===== config.mk =====
export PLATFORM = sky130hd
export DESIGN_NAME = alarm_match_ringer
export DESIGN_NICKNAME = d
export VERILOG_FILES = /design/src/rtl/alarm_pkg.sv /design/src/rtl/alarm_sec_counter.sv /design/src/rtl/alarm_match_ringer.sv
export SDC_FILE = /design/constraint.sdc
export NUM_CORES = 1
export LEC_CHECK = 0
export BUFFER_PORTS_ARGS = -buffer_cell sky130_fd_sc_hd__buf_2
export CAP_MARGIN = 40
export CORE_MARGIN = 2
export CORE_UTILIZATION = 52
export DETAILED_ROUTE_END_ITERATION = 6
export PLACE_DENSITY = 0.79
export SYNTH_ARGS = -nofsm -noshare
export SYNTH_HDL_FRONTEND = slang
export SYNTH_SLANG_ARGS = --single-unit

===== constraint.sdc =====
create_clock -name clk -period 2.7 [get_ports clk]
set_clock_uncertainty 0.2 [all_clocks]
set_input_delay 0.135 -clock clk [delete_from_list [all_inputs] [get_ports clk]]
set_output_delay 0.135 -clock clk [all_outputs]
set_load 0.005 [all_outputs]

===== src/rtl/alarm_pkg.sv =====
// Purpose : shared types and time-field constants for the alarm ringer slice.
// Latency : n/a (package only).
// Backpressure: n/a.
package alarm_pkg;

    typedef enum logic [1:0] {
        IDLE   = 2'd0,
        RING   = 2'd1,
        SNOOZE = 2'd2
    } state_e;

    localparam int TIME_W   = 6;
    localparam int HOUR_MAX = 23;
    localparam int MIN_MAX  = 59;
    localparam int SEC_MAX  = 59;

    // Alarm fires only on the first second of the armed minute, so it can
    // trigger at most once per alarm minute.
    function automatic logic is_alarm_time(
        input logic [TIME_W-1:0] hour,
        input logic [TIME_W-1:0] minute,
        input logic [TIME_W-1:0] second,
        input logic [TIME_W-1:0] a_hour,
        input logic [TIME_W-1:0] a_min
    );
        return (hour == a_hour) && (minute == a_min) && (second == '0);
    endfunction

endpackage


===== src/rtl/alarm_sec_counter.sv =====
// Purpose : loadable seconds down-counter for snooze; done pulses on the 1->0 tick.
// Latency : count updates on the clk edge after load/tick; done is combinational on that tick.
// Backpressure: none; ticks are always consumed, counter holds at 0.
// Ports   : clk, rst (async active-low), tick (1 Hz strobe), clr, load, load_val, done.
module alarm_sec_counter #(
    parameter int W = 9
) (
    input  logic         clk,
    input  logic         rst,
    input  logic         tick,
    input  logic         clr,
    input  logic         load,
    input  logic [W-1:0] load_val,
    output logic         done
);

    logic [W-1:0] cnt_q;
    logic [W-1:0] cnt_d;

    always_comb begin
        cnt_d = cnt_q;
        if (clr) begin
            cnt_d = '0;
        end else if (load) begin
            cnt_d = load_val;
        end else if (tick && (cnt_q != '0)) begin
            cnt_d = cnt_q - W'(1);
        end
    end

    always_ff @(posedge clk or negedge rst) begin
        if (!rst) begin
            cnt_q <= '0;
        end else begin
            cnt_q <= cnt_d;
        end
    end

    assign done = tick && (cnt_q == W'(1));

endmodule


===== src/rtl/alarm_match_ringer.sv =====
// Purpose : compares running time to the alarm time and drives ring/snooze/missed/buzzer.
// Latency : 1 clk from match tick or button pulse to registered outputs.
// Backpressure: none; buttons and ticks are single-cycle pulses acted on immediately.
// Ports   : clk, rst (async active-low), tick_1hz, cur_hour/min/sec, alarm_hour/min,
//           alarm_en, stop_btn, snooze_btn -> buzzer, ringing, snoozed, missed.
// Option  : ALARM_BEEP_PATTERN_EN - buzzer toggles each second while ringing
//           (default: buzzer follows ringing as a solid tone).
module alarm_match_ringer
    import alarm_pkg::*;
#(
    parameter int SNOOZE_MIN = 5,
    parameter int RING_SECS  = 60
) (
    input  logic              clk,
    input  logic              rst,
    input  logic              tick_1hz,
    input  logic [TIME_W-1:0] cur_hour,
    input  logic [TIME_W-1:0] cur_min,
    input  logic [TIME_W-1:0] cur_sec,
    input  logic [TIME_W-1:0] alarm_hour,
    input  logic [TIME_W-1:0] alarm_min,
    input  logic              alarm_en,
    input  logic              stop_btn,
    input  logic              snooze_btn,
    output logic              buzzer,
    output logic              ringing,
    output logic              snoozed,
    output logic              missed
);

    localparam int               SNOOZE_SECS = SNOOZE_MIN * 60;
    localparam int               SNZ_W       = $clog2(SNOOZE_SECS + 1);
    localparam logic [SNZ_W-1:0] SNZ_LOAD    = SNZ_W'(SNOOZE_SECS);
    localparam logic [7:0]       RING_LAST   = 8'(RING_SECS - 1);

    state_e     state_q, state_d;
    logic [7:0] ring_cnt_q, ring_cnt_d;
    logic       missed_q, missed_d;
    logic       ringing_q, snoozed_q;
    logic       match;
    logic       snz_load, snz_clr, snz_done;

    assign match = tick_1hz && alarm_en &&
                   is_alarm_time(cur_hour, cur_min, cur_sec, alarm_hour, alarm_min);

    // Kept outside the FSM block so the counter's done output never feeds back
    // into its own control inputs.
    assign snz_load = alarm_en && (state_q == RING) && snooze_btn && !stop_btn;
    assign snz_clr  = !alarm_en || ((state_q == SNOOZE) && stop_btn);

    alarm_sec_counter #(
        .W (SNZ_W)
    ) u_snz_cnt (
        .clk      (clk),
        .rst      (rst),
        .tick     (tick_1hz),
        .clr      (snz_clr),
        .load     (snz_load),
        .load_val (SNZ_LOAD),
        .done     (snz_done)
    );

    // Priority: disarm > stop > snooze > tick-driven timeout/expiry.
    always_comb begin
        state_d    = state_q;
        ring_cnt_d = ring_cnt_q;
        missed_d   = missed_q;
        if (!alarm_en) begin
            state_d    = IDLE;
            ring_cnt_d = '0;
            missed_d   = 1'b0;
        end else begin
            // stop clears a pending missed flag in any state
            if (stop_btn) begin
                missed_d = 1'b0;
            end
            case (state_q)
                IDLE: begin
                    // a match beats a simultaneous stop: stop has nothing to act on here
                    if (match) begin
                        state_d    = RING;
                        ring_cnt_d = '0;
                    end
                end
                RING: begin
                    if (stop_btn) begin
                        state_d    = IDLE;
                        ring_cnt_d = '0;
                    end else if (snooze_btn) begin
                        state_d    = SNOOZE;
                        ring_cnt_d = '0;
                    end else if (tick_1hz) begin
                        if (ring_cnt_q == RING_LAST) begin
                            state_d    = IDLE;
                            ring_cnt_d = '0;
                            missed_d   = 1'b1;
                        end else begin
                            ring_cnt_d = ring_cnt_q + 8'd1;
                        end
                    end
                end
                SNOOZE: begin
                    if (stop_btn) begin
                        state_d = IDLE;
                    end else if (snz_done) begin
                        state_d    = RING;
                        ring_cnt_d = '0;
                    end
                end
                default: begin
                    state_d    = IDLE;
                    ring_cnt_d = '0;
                end
            endcase
        end
    end

    always_ff @(posedge clk or negedge rst) begin
        if (!rst) begin
            state_q    <= IDLE;
            ring_cnt_q <= '0;
            missed_q   <= 1'b0;
            ringing_q  <= 1'b0;
            snoozed_q  <= 1'b0;
        end else begin
            state_q    <= state_d;
            ring_cnt_q <= ring_cnt_d;
            missed_q   <= missed_d;
            ringing_q  <= (state_d == RING);
            snoozed_q  <= (state_d == SNOOZE);
        end
    end

    assign ringing = ringing_q;
    assign snoozed = snoozed_q;
    assign missed  = missed_q;

`ifdef ALARM_BEEP_PATTERN_EN
    logic buzz_q, buzz_d;

    // On entry to RING the buzzer starts high, then flips on every tick.
    always_comb begin
        buzz_d = 1'b0;
        if (state_d == RING) begin
            if (state_q != RING) begin
                buzz_d = 1'b1;
            end else if (tick_1hz) begin
                buzz_d = !buzz_q;
            end else begin
                buzz_d = buzz_q;
            end
        end
    end

    always_ff @(posedge clk or negedge rst) begin
        if (!rst) begin
            buzz_q <= 1'b0;
        end else begin
            buzz_q <= buzz_d;
        end
    end

    assign buzzer = buzz_q;
`else
    assign buzzer = ringing_q;
`endif

endmodule


==> out/results.ini, run 1 <==
[run_status]
status=finished clean

[power_and_ir_drop]
max-vdd-ir-drop_mv=0.483
switching_share_pct=37.4
p_per_area_nw_per_um2=559
comb_power_share_pct=37.9
power_mw=1.02
seq_power_share_pct=44.4
intPower_mw=0.638
clkPwrFrac_pct=17.7
leakage_nw=0.834
switchingPower_mw=0.381

[drt]
routed_wl_mm=3.50
viasPerCell=5.86
drtAntennaViolNets=0
drc=0
vias=1348
dr.pass1.iters=4
avgRoutedWirePerCell_um=15.2
drt_iter0_markers=91

[yosys]
ys_seq_elements=22
yosysWarnings=0
netlist_area_um2=1510
synth_edf_count=0
ys_async_sr_fraction_pct=100
ys.flop_type=dfrtp_1
synthCells=152
syn_nets=192
syn_area_per_cell_um2=9.90
ys_seq_area_share_pct=36.6
synth_cell_types=49

[layout]
area_growth_pct=21.2
layout_common_cells=buf_2, dfrtp_1, nor2_1, xnor2_1, nand2_1
diodes=0
final_common_cell=buf_2
drive_gt1_share_pct=27.6
final_area_um2=1820
nNetsFinal=240

[sta]
final-hold-violation-count=0
period_needed_ps=2250
fmax_ghz=0.444
finalCritPeriodShare_pct=83.4
worstMarginPinSlew_ps=518
rsz0062_at_grt=false
maxSlewViolCount=0
setup_viol=0
holdWs_ps=76.5
finalSetupTns_ps=0
slew_headroom_pct=65.4

[setup_path]
reg2reg_to=state_q[1]$_DFF_PN0_
start_kind=flip-flop
crit_path_max_incr_delay_ps=560
r2r-start=u_snz_cnt.cnt_q[2]$_DFFE_PN0P_
cp.arrival_ps=2250
end_kind=flip-flop
cp_max_fo=6
worstPathRequired_ps=2700
crit_family=simple AND/OR/NAND/NOR gates
worstPathCellList=nor4_4, and2_1, a41o_1, a21oi_1, dlygate4sd3_1
rrSetupSlack_ps=450
cp-startpoint=u_snz_cnt.cnt_q[2]$_DFFE_PN0P_
slowest_stage=dlygate4sd3_1
worstSetupPathType=reg -> reg
crit_buf_inv=1
worstRegToRegCells=5

[floorplanning]
dieArea_um2=3340
dieHeight_um=57.8
coreArea_um2=2760
ios=40
die_x_um=57.8
initial_utilization_pct=54.6
rows=19

[place]
place_congestion=0.846
dpl_cell_area_um2=1730
dp_hpwl_mm=2.77
portBuffers=39

[grt]
grt_max_degree=23
grt.overflow.total=0
grt_use_total_pct=22.0
grt_pass1_vias=1379
grt_pass1_wl_mm=5.89
antenna_found_initial=0

[worst_hold_path]
hold_start=tick_1hz
hold_end=snoozed$_DFF_PN0_
hp-class=in -> reg
hold_depth=3

[clock_tree]
clk_latency_ps=310
post_cts_buffers=0
cts_root_buf=clkbuf_4
h-tree-depth=1
ctsResizeCount=0
clock-sinks=22
path_clk_slew_ps=120
clockBufferDepth=2
cts_tree=yes
numCtsBuffers=3

[job]
maxCapViolCount=0

power groups by stage:
stage | clock network, mW | registers, mW | logic, mW
6_report | 0.180 | 0.452 | 0.386
3_3_place_gp | 0 | 0.455 | 0.365
2_1_floorplan | 0 | 0.441 | 0.291
5_1_grt | 0.202 | 0.458 | 0.439
4_1_cts | 0.187 | 0.453 | 0.389
3_5_place_dp | 0 | 0.460 | 0.382
cell type report:
type / instances / area, um2
clock buffer: 4 / 36.3
fill: 220 / 933
inverter: 7 / 26.3
multi-input combinational: 121 / 917
sequential: 22 / 551
tap: 31 / 38.8
timing repair buffer: 45 / 255
through the flow:
stage	cells	util, %	setup slack [ps]
after floorplan	152	-	672
after global placement	220	62.7	638
after detailed placement	220	62.7	506
after CTS	230	66.2	471
after global routing	230	66.2	350
final	230	66.2	448
per-layer routing:
layer / part of all wire, % / vias up / global-route usage (%) / wire (um)
met2: 56 / 19 / 40.6 / 1950
met4: 0.52 / 0 / 5.98 / 18
li1: - / 660 / - / -
met5: 0 / - / 0 / 0
met1: 41 / 666 / 26.4 / 1440
met3: 2.5 / 3 / 3.35 / 89
sequential cells by signal, summed over array words and instances (netlist names):
register and count:
ring_cnt_q 8, snoozed 1, missed 1, buzzer 1, state_q 2, u_snz_cnt.cnt_q 9
kinds of logic (layout without fill, tap and decap cells):
logic type,after synthesis,in the layout,synth area share [%]
AO/OA/AOI/OAI,34,34,19.5
XOR/XNOR,18,18,10.5
adder cells (fa/ha/maj),4,4,3.33
buffers and inverters,9,56,2.49
flip-flops,22,22,36.6
multiplexers,1,1,0.748
AND/OR/NAND/NOR,64,64,26.8
synth_stat cells (2+ instances only):
| cell type | count | area share, % |
|---|---|---|
| nand3b_1 | 2 | 1.0 |
| a21oi_1 | 7 | 2.3 |
| xnor2_1 | 14 | 8.1 |
| xor2_1 | 4 | 2.3 |
| ha_1 | 4 | 3.3 |
| nand3_1 | 7 | 2.3 |
| and2_1 | 2 | 0.83 |
| inv_1 | 7 | 1.7 |
| a31oi_1 | 3 | 1.2 |
| nor3_1 | 3 | 1.0 |
| o22a_1 | 4 | 2.3 |
| and3_1 | 3 | 1.2 |
| or3_1 | 2 | 0.83 |
| a22o_1 | 3 | 1.7 |
| nor2_1 | 15 | 3.7 |
| nand2b_1 | 2 | 0.83 |
| a221o_1 | 3 | 2.0 |
| nand2_1 | 9 | 2.2 |
| and3b_1 | 2 | 1.2 |
| a32o_1 | 3 | 2.0 |
| dfrtp_1 | 22 | 37 |
| nand4_1 | 4 | 1.7 |
repair_timing:
item,4_1_cts,5_1_grt
endpoints found under the hold margin,25,0
hold buffers,6,0
endpoints found under the setup margin,0,0
worst register-to-register path: stages, from the launching register on:
cell,delay (ps)
dfrtp_1,480
nor4_4,420
and2_1,230
a41o_1,200
a21oi_1,70
dlygate4sd3_1,560
worst max path at each step:
stage          slack, ps  depth (start not counted)                         to
6_report             450                          5       state_q[1]$_DFF_PN0_
5_1_grt              350                          5       state_q[1]$_DFF_PN0_
4_1_cts              470                          5       state_q[1]$_DFF_PN0_
3_5_place_dp         510                          6  ring_cnt_q[3]$_DFFE_PN0P_
3_3_place_gp         640                          6  ring_cnt_q[7]$_DFFE_PN0P_
2_1_floorplan        670                          6  ring_cnt_q[3]$_DFFE_PN0P_
Power figures use the tool's default switching activity.
==> run 2, diff against run 1 <==
--- a/config.mk
+++ b/config.mk
@@ -5,12 +5,13 @@
 export SDC_FILE = /design/constraint.sdc
 export NUM_CORES = 1
 export LEC_CHECK = 0
+export ABC_AREA = 1
 export BUFFER_PORTS_ARGS = -buffer_cell sky130_fd_sc_hd__buf_2
 export CAP_MARGIN = 40
 export CORE_MARGIN = 2
-export CORE_UTILIZATION = 52
+export CORE_UTILIZATION = 48
 export DETAILED_ROUTE_END_ITERATION = 6
-export PLACE_DENSITY = 0.79
+export PLACE_DENSITY = 0.76
 export SYNTH_ARGS = -nofsm -noshare
 export SYNTH_HDL_FRONTEND = slang
 export SYNTH_SLANG_ARGS = --single-unit
==> constraint.sdc (replaced) <==
create_clock -name clk -period 2 [get_ports clk]
set_clock_uncertainty 0.2 [all_clocks]
set_input_delay 0.1 -clock clk [delete_from_list [all_inputs] [get_ports clk]]
set_output_delay 0.1 -clock clk [all_outputs]
set_load 0.005 [all_outputs]
==> run 2 against run 1 <==
Net effect:
- flip-flop and latch count stayed put
- cell area rose by 11%
- sequential share of layout area down 2.9 points
- register-to-register slack got worse by 350 ps
- combinational power grew 88%
- area after synthesis grew 11%
- hold slack worse by 44 ps
==> out/results.ini, run 2 <==
[run_status]
status=finished clean

[clock_tree]
cts_root_buf=clkbuf_4
clk_latency_ps=320
path_clk_slew_ps=130
cts_tree=yes
clock-sinks=22
h-tree-depth=1
numCtsBuffers=3
clockBufferDepth=2

[layout]
diodes=0
top_register=u_snz_cnt.cnt_q
nNetsFinal=333
instances_no_fill=338
layout_common_cells=nand2_1, inv_1, buf_2, nor2_1, dfrtp_1
largest_register_ffs=9
final_area_um2=2020
area_growth_pct=20.7
drive_gt1_share_pct=24.0
final_util_pct=60.6
final_common_cell=nand2_1
reg.largest.list=u_snz_cnt.cnt_q (9), ring_cnt_q (8), state_q (2)

[yosys]
netlist_area_um2=1670
ys_seq_elements=22
muxShareOfSynthArea_pct=0
ys_async_sr_fraction_pct=100
synth_xor_area_share_pct=3.66
synth_top_family_by_area=simple AND/OR/NAND/NOR gates
synth_fa_ha_area_share_pct=2.99
synth_common_cells=nand2_1, inv_1, nor2_1
ys.flop_type=dfrtp_1
ys_seq_area_share_pct=32.9
yosysWarnings=0
yosysTopAreaCell=dfrtp_1
synth_most_common_cell=nand2_1
synthCells=243
synthSimpleGateAreaFrac_pct=40.4
yosysTopAreaCellShare_pct=32.9
syn_area_per_cell_um2=6.89
synth-compound-area-share_pct=8.07
synth_cell_types=29
synth_edf_count=0
synthTopCellsByArea=dfrtp_1, nand2_1, inv_1
syn_nets=283

[sta]
slew_headroom_pct=66.3
finalWorstSetupSlack_ps=93.7
final-hold-violation-count=0
setup_viol=0
finalCritPeriodShare_pct=95.3
period_needed_ps=1910
finalSetupTns_ps=0
fmax_ghz=0.525
worstMarginPinSlew_ps=505
maxSlewViolCount=0
rsz0062_at_grt=false
holdWs_ps=32.3

[floorplanning]
dieArea_um2=3980
rows=21
die_x_um=63.1
initial_utilization_pct=50.2
dieHeight_um=63.1
ios=40
coreArea_um2=3340

[place]
placed_cells=327
dpl_cell_area_um2=1910
place_congestion=0.836
portBuffers=39
dp_hpwl_mm=2.67
pre_cts_ws_ps=260

[grt]
grt.overflow.total=0
grt_use_met1_pct=23.4
grt_pass1_vias=1627
top_usage_layer=met2
grt_use_total_pct=20.1
grtUsageMet3_pct=2.14
grt_pass1_wl_mm=6.61
grt_max_degree=23
gr-usage-met2_pct=37.6
antenna_found_initial=0

[power_and_ir_drop]
p_per_area_nw_per_um2=775
power_mw=1.57
leakage_nw=1.14
max-vdd-ir-drop_mv=0.339

[setup_path]
crit_buf_inv=2
worstPathRequired_ps=2020
slowest_stage=dlygate4sd3_1
cp.arrival_ps=1920
crit_path_max_incr_delay_ps=560
start_kind=flip-flop
worstSetupPathType=reg -> reg
end_kind=flip-flop
worstPathCellList=inv_1, nand3_2, nor2_8, nand2_4, nand3_1, a21oi_2, dlygate4sd3_1
crit_family=buffers and inverters
cp_max_fo=4

[drt]
avgRoutedWirePerCell_um=10.3
dr.pass1.iters=4
routed_wl_mm=3.49
drtAntennaViolNets=0
viasPerCell=4.78
drt_iter0_markers=50
drc=0
vias=1614

[worst_hold_path]
hp-class=in -> reg

[job]
maxCapViolCount=0

[run 2: changes by cell type after synthesis, sizes merged, moves of 4 or more]
cell   previous run  this run
nand4             5         9
o21ai             2         6
nor2             16        33
o22a              4         0
xnor2            14         3
nand2             9        67
inv               7        48
nand3             7        21
[run 2: final cells by class]
cell class              count  area (um2)
multi-input cells         171         926
clock buffers               4        36.3
well taps                  46        57.6
repair buffers             47         270
fillers                   311        1320
inverters                  48         180
flip-flops and latches     22         551
[run 2: metal layers]
layer | up-vias | part of all wire, % | routed length [um]
met5 | - | 0 | 0
met4 | 0 | 1.6 | 57
met3 | 5 | 4.6 | 161
met2 | 33 | 46 | 1620
met1 | 711 | 47 | 1650
li1 | 865 | - | -
[run 2: path summary, 6_finish.rpt]
path	slack, ps	endpoint	from	cells after the start
max	90	state_q[1]$_DFF_PN0_	u_snz_cnt.cnt_q[8]$_DFFE_PN0P_	7
min	30	buzzer$_DFF_PN0_	cur_hour[2]	6
max reg2reg	90	state_q[1]$_DFF_PN0_	u_snz_cnt.cnt_q[8]$_DFFE_PN0P_	7
min reg2reg	330	ring_cnt_q[7]$_DFFE_PN0P_	ring_cnt_q[7]$_DFFE_PN0P_	2
max in group asynchronous	1190	ring_cnt_q[2]$_DFFE_PN0P_	rst	2
min in group asynchronous	80	buzzer$_DFF_PN0_	rst	2
[run 2: logic make-up after synthesis]
kind of cell	count (synthesis)
buffers and inverters	50
adders and majority gates	4
xor gates and xnor gates	7
DFF	22
and+or+nand+nor	139
AOI/OAI and AO/OA	21
[run 2: worst reg2reg max path: cells and delay by family (launching register included)]
kind                   cells  cell delay [ps]
buffers and inverters      2              680
AOI/OAI and AO/OA          1               60
DFF                        1              380
and+or+nand+nor            4              480
[run 2: repair_timing]
action,in CTS,in global routing
setup endpoints to repair,0,1
hold buffers,6,0
endpoints found under the hold margin,27,0
resized for setup,0,2
setup buffers,0,1
[run 2: power by group]
part,switching [mW],internal (mW)
Clock,0.147,0.111
Combinational,0.428,0.296
Sequential,0.0689,0.515
